### src/rtl/matmul_mkp.sv
// Streams C[M][P] = A[M][K] x B[K][P] from 1-cycle-latency read memories to a C write port.
// One READ cycle per k and one WRITE per element, with a signed/unsigned mode and optional saturation.
module matmul_mkp #(
  parameter int M          = 8,
  parameter int K          = 8,
  parameter int P          = 8,
  parameter int DATA_WIDTH = 32,
  parameter int ACC_WIDTH  = 64,
  parameter int ADDR_WIDTH = 6
) (
  input  logic                  clock,
  input  logic                  reset_n,
  input  logic                  start,
  input  logic                  signed_mode,
  input  logic                  sat_en,
  output logic                  busy,
  output logic                  done,
  input  logic [DATA_WIDTH-1:0] a_dout,
  output logic [ADDR_WIDTH-1:0] a_rd_addr,
  input  logic [DATA_WIDTH-1:0] b_dout,
  output logic [ADDR_WIDTH-1:0] b_rd_addr,
  output logic [DATA_WIDTH-1:0] c_din,
  output logic [ADDR_WIDTH-1:0] c_wr_addr,
  output logic                  c_wr_en
);
  typedef enum logic [1:0] {IDLE, READ, WRITE} state_e;

  localparam logic [ADDR_WIDTH-1:0] ONE    = ADDR_WIDTH'(1);
  localparam logic [ADDR_WIDTH-1:0] M_LAST = ADDR_WIDTH'(M - 1);
  localparam logic [ADDR_WIDTH-1:0] K_LAST = ADDR_WIDTH'(K - 1);
  localparam logic [ADDR_WIDTH-1:0] P_LAST = ADDR_WIDTH'(P - 1);
  localparam logic [ADDR_WIDTH-1:0] K_A    = ADDR_WIDTH'(K);
  localparam logic [ADDR_WIDTH-1:0] P_A    = ADDR_WIDTH'(P);
  localparam logic [ACC_WIDTH-1:0]  SMAX   = {{(ACC_WIDTH-DATA_WIDTH+1){1'b0}}, {(DATA_WIDTH-1){1'b1}}};
  localparam logic [ACC_WIDTH-1:0]  SMIN   = {{(ACC_WIDTH-DATA_WIDTH+1){1'b1}}, {(DATA_WIDTH-1){1'b0}}};
  localparam logic [ACC_WIDTH-1:0]  UMAX   = {{(ACC_WIDTH-DATA_WIDTH){1'b0}}, {DATA_WIDTH{1'b1}}};

  state_e                  state_q, state_d;
  logic [ADDR_WIDTH-1:0]   i_q, i_d, j_q, j_d, k_q, k_d;
  logic [ACC_WIDTH-1:0]    acc_q, acc_d;
  logic                    sgn_q, sgn_d, sat_q, sat_d;
  logic                    busy_q, busy_d, done_q, done_d;
  logic [ADDR_WIDTH-1:0]   a_addr_q, a_addr_d, b_addr_q, b_addr_d;
  logic [ADDR_WIDTH-1:0]   c_addr_q, c_addr_d;
  logic [DATA_WIDTH-1:0]   c_din_q, c_din_d;

  logic [2*DATA_WIDTH-1:0] a_w, b_w, prod_w;
  logic [ACC_WIDTH-1:0]    prod_acc, sum;
  logic [DATA_WIDTH-1:0]   fmt;
  logic [ADDR_WIDTH-1:0]   i_next, j_next;
  logic                    last_col;

  // Operands are sign- or zero-extended so one multiplier serves both modes.
  always_comb begin
    a_w    = {{DATA_WIDTH{sgn_q & a_dout[DATA_WIDTH-1]}}, a_dout};
    b_w    = {{DATA_WIDTH{sgn_q & b_dout[DATA_WIDTH-1]}}, b_dout};
    prod_w = a_w * b_w;
    if (sgn_q) prod_acc = ACC_WIDTH'($signed(prod_w));
    else       prod_acc = ACC_WIDTH'(prod_w);
    sum = acc_q + prod_acc;

    fmt = sum[DATA_WIDTH-1:0];
    if (sat_q) begin
      if (sgn_q) begin
        if ($signed(sum) > $signed(SMAX))      fmt = SMAX[DATA_WIDTH-1:0];
        else if ($signed(sum) < $signed(SMIN)) fmt = SMIN[DATA_WIDTH-1:0];
      end else if (sum > UMAX) begin
        fmt = UMAX[DATA_WIDTH-1:0];
      end
    end
  end

  always_comb begin
    // NOTE: every signal is given its hold value first so no path through the case infers a latch.
    state_d  = state_q;
    i_d      = i_q;
    j_d      = j_q;
    k_d      = k_q;
    acc_d    = acc_q;
    sgn_d    = sgn_q;
    sat_d    = sat_q;
    busy_d   = busy_q;
    done_d   = done_q;
    a_addr_d = a_addr_q;
    b_addr_d = b_addr_q;
    c_addr_d = c_addr_q;
    c_din_d  = c_din_q;
    last_col = (j_q == P_LAST);
    j_next   = last_col ? '0 : j_q + ONE;
    i_next   = last_col ? i_q + ONE : i_q;

    unique case (state_q)
      IDLE: if (start) begin
        sgn_d    = signed_mode;
        sat_d    = sat_en;
        i_d      = '0;
        j_d      = '0;
        k_d      = '0;
        a_addr_d = '0;
        b_addr_d = '0;
        busy_d   = 1'b1;
        done_d   = 1'b0;
        state_d  = READ;
      end
      READ: begin
        // Data seen in this cycle belongs to the previous k; k=0 starts a fresh element.
        acc_d = (k_q == '0) ? '0 : sum;
        if (k_q == K_LAST) begin
          state_d = WRITE;
        end else begin
          k_d      = k_q + ONE;
          a_addr_d = i_q * K_A + k_q + ONE;
          b_addr_d = (k_q + ONE) * P_A + j_q;
        end
      end
      WRITE: begin
        c_din_d  = fmt;
        c_addr_d = i_q * P_A + j_q;
        k_d      = '0;
        if (last_col && i_q == M_LAST) begin
          i_d     = '0;
          j_d     = '0;
          busy_d  = 1'b0;
          done_d  = 1'b1;
          state_d = IDLE;
        end else begin
          i_d      = i_next;
          j_d      = j_next;
          a_addr_d = i_next * K_A;
          b_addr_d = j_next;
          state_d  = READ;
        end
      end
      default: state_d = IDLE;
    endcase
  end

  always_ff @(posedge clock) begin
    // NOTE: state uses non-blocking assignments; reset is synchronous, sampled only on the clock edge.
    if (!reset_n) begin
      state_q  <= IDLE;
      i_q      <= '0;
      j_q      <= '0;
      k_q      <= '0;
      acc_q    <= '0;
      sgn_q    <= 1'b0;
      sat_q    <= 1'b0;
      busy_q   <= 1'b0;
      done_q   <= 1'b0;
      a_addr_q <= '0;
      b_addr_q <= '0;
      c_addr_q <= '0;
      c_din_q  <= '0;
    end else begin
      state_q  <= state_d;
      i_q      <= i_d;
      j_q      <= j_d;
      k_q      <= k_d;
      acc_q    <= acc_d;
      sgn_q    <= sgn_d;
      sat_q    <= sat_d;
      busy_q   <= busy_d;
      done_q   <= done_d;
      a_addr_q <= a_addr_d;
      b_addr_q <= b_addr_d;
      c_addr_q <= c_addr_d;
      c_din_q  <= c_din_d;
    end
  end

  // The write port shows the element in its WRITE cycle and holds it afterwards.
  assign c_wr_en   = (state_q == WRITE);
  assign c_din     = c_din_d;
  assign c_wr_addr = c_addr_d;
  assign a_rd_addr = a_addr_q;
  assign b_rd_addr = b_addr_q;
  assign busy      = busy_q;
  assign done      = done_q;
endmodule

### config.mk
export PLATFORM = sky130hd
export DESIGN_NAME = matmul_mkp
export DESIGN_NICKNAME = d
export VERILOG_FILES = /design/src/rtl/matmul_mkp.sv
export SDC_FILE = /design/constraint.sdc
export NUM_CORES = 2
export LEC_CHECK = 0
export CORE_MARGIN = 2
export CORE_UTILIZATION = 48
export CTS_CLUSTER_DIAMETER = 150
export DETAILED_ROUTE_END_ITERATION = 7
export GPL_ROUTABILITY_DRIVEN = 0
export PLACE_DENSITY = 0.6
export SLEW_MARGIN = 20
export SYNTH_ARGS = -nofsm -noshare
export SYNTH_HDL_FRONTEND = slang
export SYNTH_SLANG_ARGS = --single-unit
### constraint.sdc
create_clock -name clock -period 25.7 [get_ports clock]
set_input_delay 5.14 -clock clock [delete_from_list [all_inputs] [get_ports clock]]
set_output_delay 5.14 -clock clock [all_outputs]
set_load 0.1 [all_outputs]
=== Yosys cells after proc, flatten, opt, wreduce, memory -nomap -nowiden ===
Index checks and enable logic that the tools add are counted.

* Add/subtract/negate cells: 8
* Multipliers: 1
* Order comparisons: 3
* Equal/unequal tests: 11
* Mux-type cells: 33
* Bitwise operators: 2
* Reductions and logical operators: 12

{| class="wikitable"
|+ Operators by type and width
! kind !! count
|-
| 32-bit two-way mux || 6
|-
| 64-bit by 32-bit > comparator with 1-bit output (second input constant) || 2
|-
| 6-bit two-way mux || 11
|-
| 64-bit adder || 1
|-
| 64-bit by 32-bit less-than comparator with 1-bit output (second input constant) || 1
|-
| 33-bit by 33-bit multiplier with 64-bit output || 1
|-
| 64-bit two-way mux || 1
|-
| 6-bit case mux with 3 select lines || 3
|-
| 6-bit by 1-bit adder with 6-bit output (second input constant) || 4
|-
| 6-bit case mux with 2 select lines || 2
|-
| 6-bit adder || 3
|-
| 6-bit by 3-bit equality test with 1-bit output (second input constant) || 3
|-
| 3-bit AND reduction || 3
|-
| 2-bit inequality test (second input constant) || 4
|-
| 6-bit logical NOT || 1
|-
| 2-bit case mux with 3 select lines || 1
|-
| 2-bit AND reduction || 3
|-
| 1-bit two-way mux || 5
|-
| 2-bit two-way mux || 2
|-
| 1-bit case mux with 2 select lines || 2
|-
| 4-bit AND reduction || 1
|-
| 3-bit by 1-bit inequality test with 1-bit output (second input constant) || 1
|-
| 3-bit nonzero test || 1
|-
| 1-bit AND || 2
|-
| other kinds (6) || 6
|}

* Flip-flop bits (word level): 138
* Output and inout bits: 53
* Word-level logic and storage cells: 84

=== Depth between registers and ports, before layout ===
* Depth in word-level cells: 9
* Gate-level depth with buffers: 34
* Depth with buffers taken out: 30

=== Worst setup path after synthesis ===
No wires, ideal clock.

* Path kind: input to output
* From: input port a_dout[31]
* To: output port c_din[14]
* Arrival time: 16.245 ns
* Required time: 20.560 ns
* Slack: 4.315 ns
* Stages: 29
* Path buffers: 3
* Cells stage by stage: and2_1 > clkbuf_1 > nand2_1 > inv_1 > fa_1 > fa_1 > inv_1 > fa_1 > fa_1 > fa_1 > fa_1 > fa_1 > inv_1 > fa_1 > ha_1 > clkbuf_1 > a21o_1 > a21o_1 > o311a_1 > o21a_1 > a2111o_1 > a211oi_1 > nand2_1 > or3_1 > or4_1 > o211ai_1 > buf_2 > nor2_1 > a311oi_1

* Longest elaborated chain between the ends: 9

{| class="wikitable"
|+ RTL lines
! what !! line !! RTL
|-
| from (decl) || 18 || <nowiki>input logic [DATA_WIDTH-1:0] a_dout,</nowiki>
|-
| 1-bit AND || 55 || <nowiki>a_w = {{DATA_WIDTH{sgn_q & a_dout[DATA_WIDTH-1]}}, a_dout};</nowiki>
|-
| 33-bit by 33-bit multiplier with 64-bit output * || 57 || <nowiki>prod_w = a_w * b_w;</nowiki>
|-
| 64-bit adder * || 60 || <nowiki>sum = acc_q + prod_acc;</nowiki>
|-
| 64-bit by 32-bit less-than comparator with 1-bit output || 66 || <nowiki>else if ($signed(sum) < $signed(SMIN)) fmt = SMIN[DATA_WIDTH-1:0];</nowiki>
|-
| 32-bit two-way mux || 66 ||
|-
| 32-bit two-way mux || 65 || <nowiki>if ($signed(sum) > $signed(SMAX)) fmt = SMAX[DATA_WIDTH-1:0];</nowiki>
|-
| 32-bit two-way mux * || 64 || <nowiki>if (sgn_q) begin</nowiki>
|-
| 32-bit two-way mux * || 63 || <nowiki>if (sat_q) begin</nowiki>
|-
| 32-bit two-way mux * || 92 || <nowiki>unique case (state_q)</nowiki>
|-
| to (decl) || 22 || <nowiki>output logic [DATA_WIDTH-1:0] c_din,</nowiki>
|}

Every way passes the cells marked *; elsewhere a longest branch is shown, timed or not.

=== Worst setup path in the final report ===
* From: input port a_dout[31]
* To: output port c_din[19]

Same word-level chain as after synthesis.

==> impl_metrics.csv <==
group,metric,value,unit
timing,worst_case_clock_skew,0.0126,ns
finish,fraction_of_final_layout_cells_with_drive_strength_greater_than_1,0.0308,
clocking,worst_setup_hold_path_clk_slew,0.07,ns
placement,dpl.hpwl,107,mm
clocking,clock_tree.buffer_depth,2,
finish,fin_util,0.511,
worst_setup_path,timing.critical_path.buf_inv,7,
synthesis,post_synth_instance_area,0.0483,mm2
floorplan,floorplan.io_pins,122,
timing,period_minus_slack,22.19,ns
clocking,post-cts-setup-buffer-count,0,
timing,report.final.slew_viol_count,0,
floorplan,std_cell_rows,116,
detailed_routing,drt_drc_violations_left,0,
flow_run,drv.max_cap_violation_count,0,
clocking,count_of_h_tree_levels_built_during_cts,4,
synthesis,synth_enable_flop_cells,0,
grt,grt_first_pass_wirelength,213,mm
worst_setup_path,cell_repeated_most_along_the_worst_path,"sky130_fd_sc_hd__fa_1",
synthesis,yosys-top-cells-area,"sky130_fd_sc_hd__fa_1, sky130_fd_sc_hd__inv_1, sky130_fd_sc_hd__ha_1",
detailed_routing,routedWlPerCell,19.5,um
clocking,clk_latency,0.45,ns
run_status,run_status,"completed",
timing,timing.fmax,0.0451,GHz
worst_setup_path,critical_path.top_delay_family,"adder cells",
finish,layout.cells.non_filler,6627,
worst_setup_path,worst_setup_path_startpoint,"a_dout[31]",
worst_setup_path,worst-setup-path-type,"in2out",
synthesis,post_synth_inst_count,5393,
detailed_routing,final_routed_wirelength_across_all_metal_layers,129,mm
timing,setup-violations-final,0,
synthesis,area_fraction_of_the_dominant_cell_type_after_synthesis,0.507,
synthesis,synth.yosys.warnings,0,
floorplan,die-area,0.103,mm2
clocking,cts-resized-gates,0,
grt,grt_pass1_vias,38700,
finish,area_growth_syn_to_layout,5.80,%
clocking,cts.sinks,138,
clocking,master_cell_of_the_clock_root_buffer,"sky130_fd_sc_hd__clkbuf_16",
timing,count_of_final_hold_check_violations,0,
worst_setup_path,critical_path.startpoint_type,"input pin",
synthesis,synth.distinct_cells,83,
floorplan,core_area,0.100,mm2
finish,finish.instance_area,0.0511,mm2
hold_path,worstHoldPathType,"reg2reg",
clocking,clock_tree_from_tritoncts,"yes",
clocking,post_cts_hold_buffer_count,0,
grt,gr-total-overflow,0,
grt,grt_start_max_net_pins,93,
floorplan,starting_density,0.483,
hold_path,holdCritStartpoint,"c_din_q[31]",
worst_setup_path,crit_fanout,51,
finish,final_nets,6848,
detailed_routing,num_vias,36100,
detailed_routing,count_of_antenna_violating_nets_left_after_detailed_routing,0,
worst_setup_path,critPathArrivalTime,17.05,ns
placement,port_buffers,121,
timing,fin_crit_sh,0.863,
floorplan,die_height,321,um
placement,placedCellCount,6593,
detailed_routing,drtPass1Iterations,5,
synthesis,postSynth.topFlopCell,"sky130_fd_sc_hd__dfxtp_1",
floorplan,die_w,321,um
synthesis,synth_fp_nets,6927,
grt,grt_use_total,0.263,
synthesis,synth_top_cell_by_area,"sky130_fd_sc_hd__fa_1",
synthesis,synth.avg_cell_area,8.96,um2
timing,timing_worst_slew_pin_value,1.15,ns
worst_setup_path,critical_path_required,20.56,ns
grt,initial_antenna_violation_count,3,
detailed_routing,post_drt_via_cell_ratio,5.45,
detailed_routing,detail_route.iter0.violations,2516,
worst_setup_path,critPathCaptureType,"output pin",
worst_setup_path,timing.critical_path.slowest_cell_delay,1.20,ns
synthesis,synth.ff_latch_count,138,
timing,finalSetupTns,0,ns
timing,rsz0062_at_grt,"false",
worst_setup_path,worst_path_max_delay_cell,"sky130_fd_sc_hd__clkdlybuf4s50_1",
placement,placement.cell_area,0.0505,mm2
timing,timing.max_slew.rel_slack,0.226,
worst_setup_path,crit-reg2reg-launch,"sgn_q",
synthesis,asyncSetResetFlopFracSynth,0,
synthesis,synth.yosys.seq_area_share,0.0572,
clocking,cts_buffers,17,
-- metal layers --
layer,global-route usage,up-vias,part of all wire
met5,0,-,0.000093
li1,-,15800,-
met2,0.459,1162,0.50
met1,0.357,18900,0.42
met4,0.0549,2,0.022
met3,0.0258,185,0.058
-- cells in the final DEF (no fill, tap or decap), types with 8 or more instances in the layout --
| master | instances |
|---|---|
| sky130_fd_sc_hd__a21oi_1 | 124 |
| sky130_fd_sc_hd__o211ai_1 | 24 |
| sky130_fd_sc_hd__or2_2 | 12 |
| sky130_fd_sc_hd__and3_1 | 24 |
| sky130_fd_sc_hd__a22oi_1 | 40 |
| sky130_fd_sc_hd__o21a_1 | 16 |
| sky130_fd_sc_hd__or3_1 | 20 |
| sky130_fd_sc_hd__a31oi_1 | 44 |
| sky130_fd_sc_hd__nand4_1 | 30 |
| sky130_fd_sc_hd__nand3_1 | 35 |
| sky130_fd_sc_hd__nor2b_1 | 83 |
| sky130_fd_sc_hd__xnor2_1 | 58 |
| sky130_fd_sc_hd__nor4_1 | 10 |
| sky130_fd_sc_hd__nand2_1 | 755 |
| sky130_fd_sc_hd__a211oi_1 | 16 |
| sky130_fd_sc_hd__clkbuf_16 | 17 |
| sky130_fd_sc_hd__o21bai_1 | 8 |
| sky130_fd_sc_hd__ha_1 | 239 |
| sky130_fd_sc_hd__buf_4 | 77 |
| sky130_fd_sc_hd__buf_2 | 13 |
| sky130_fd_sc_hd__a311oi_1 | 13 |
| sky130_fd_sc_hd__o22ai_1 | 10 |
| sky130_fd_sc_hd__or4_1 | 8 |
| sky130_fd_sc_hd__nor3_1 | 27 |
| sky130_fd_sc_hd__nor2_1 | 164 |
| sky130_fd_sc_hd__a21boi_0 | 18 |
| sky130_fd_sc_hd__inv_1 | 1243 |
| sky130_fd_sc_hd__nand2b_1 | 20 |
| sky130_fd_sc_hd__dfxtp_1 | 138 |
| sky130_fd_sc_hd__xor2_1 | 33 |
| sky130_fd_sc_hd__fa_1 | 1224 |
| sky130_fd_sc_hd__clkdlybuf4s50_1 | 107 |
| sky130_fd_sc_hd__o21ai_0 | 108 |
| sky130_fd_sc_hd__a21o_1 | 20 |
| sky130_fd_sc_hd__and2_1 | 425 |
-- logic make-up (layout without fill, tap and decap cells) --
kind of cell,Yosys count,after routing,share of synthesized area
other,0,2,0
AO/OA/AOI/OAI,513,513,0.0696
buffers and inverters,1539,1473,0.121
adder cells (fa/ha/maj),1465,1465,0.569
multiplexers,13,13,0.00285
AND/OR/NAND/NOR,1634,1634,0.164
XOR/XNOR,91,91,0.0165
flip-flops,138,138,0.0572
-- sequential cells by signal, indices dropped and copies added, names as in the netlist, 2 cells and up --
register   count
c_din_q       32
a_rd_addr      6
acc_q         64
b_rd_addr      6
state_q        2
i_q            6
j_q            6
c_addr_q       6
k_q            6
-- synthesized netlist by cell type, types with 18 or more instances --
master and number:
sky130_fd_sc_hd__xor2_1 33, sky130_fd_sc_hd__a21oi_1 124, sky130_fd_sc_hd__a22oi_1 40, sky130_fd_sc_hd__o21ai_0 108
sky130_fd_sc_hd__nor2_1 165, sky130_fd_sc_hd__fa_1 1225, sky130_fd_sc_hd__or3_1 20, sky130_fd_sc_hd__inv_1 1243
sky130_fd_sc_hd__xnor2_1 58, sky130_fd_sc_hd__dfxtp_1 138, sky130_fd_sc_hd__and2_1 425, sky130_fd_sc_hd__ha_1 240
sky130_fd_sc_hd__clkbuf_1 267, sky130_fd_sc_hd__o211ai_1 24, sky130_fd_sc_hd__nand2b_1 20, sky130_fd_sc_hd__a21o_1 20
sky130_fd_sc_hd__a31oi_1 44, sky130_fd_sc_hd__nand4_1 30, sky130_fd_sc_hd__nand3_1 35, sky130_fd_sc_hd__nand2_1 755
sky130_fd_sc_hd__nor2b_1 83, sky130_fd_sc_hd__and3_1 24, sky130_fd_sc_hd__nor3_1 27, sky130_fd_sc_hd__a21boi_0 18
-- path summary, 6_finish.rpt --
| path | endpoint | slack, ns | depth (start not counted) |
|---|---|---|---|
| max reg2reg | c_din_q[8] | 14.98 | 27 |
| max | c_din[19] | 3.51 | 30 |
| min reg2reg | c_din_q[31] | 0.47 | 2 |
| min | c_din_q[31] | 0.47 | 2 |
-- cell type report --
class	instances	area (um2)
antenna	2	5.00
clock buffer	17	425
clock inverter	15	173
fill	9475	48900
inverter	1244	4670
multi-input combinational	3716	39800
sequential	138	2760
tap	1298	1620
timing repair buffer	197	1710
-- metrics by stage --
step / hold slack, ns / worst slack, ns
global placement: 0.451 / 3.64
CTS: 0.475 / 3.38
finish: 0.471 / 3.51
detailed placement: 0.464 / 3.41
floorplan: 0.444 / 4.31
global route: 0.488 / 2.66
-- worst register-to-register path: stages, from the launching register on --
cell	delay, ns
sky130_fd_sc_hd__dfxtp_1	0.40
sky130_fd_sc_hd__and2_1	0.59
sky130_fd_sc_hd__nand2_1	0.21
sky130_fd_sc_hd__inv_1	0.16
sky130_fd_sc_hd__fa_1	0.49
sky130_fd_sc_hd__fa_1	0.45
sky130_fd_sc_hd__buf_4	0.22
sky130_fd_sc_hd__inv_1	0.66
sky130_fd_sc_hd__fa_1	0.58
sky130_fd_sc_hd__fa_1	0.54
sky130_fd_sc_hd__inv_1	0.05
sky130_fd_sc_hd__fa_1	0.48
sky130_fd_sc_hd__fa_1	0.58
sky130_fd_sc_hd__fa_1	0.43
sky130_fd_sc_hd__fa_1	0.44
sky130_fd_sc_hd__ha_1	0.48
sky130_fd_sc_hd__nand2_1	0.21
sky130_fd_sc_hd__nor2_1	0.30
sky130_fd_sc_hd__nand3_1	0.14
sky130_fd_sc_hd__or3_1	0.32
sky130_fd_sc_hd__or3_1	0.34
sky130_fd_sc_hd__o31a_1	0.28
sky130_fd_sc_hd__xnor2_1	0.18
sky130_fd_sc_hd__or4_1	0.61
sky130_fd_sc_hd__nor4_4	0.38
sky130_fd_sc_hd__a31oi_1	0.24
sky130_fd_sc_hd__nand3_2	0.59
sky130_fd_sc_hd__a31oi_1	0.20
Power is not shown: default switching activity piles up to over one toggle a cycle in this logic, so the estimate is an artifact.
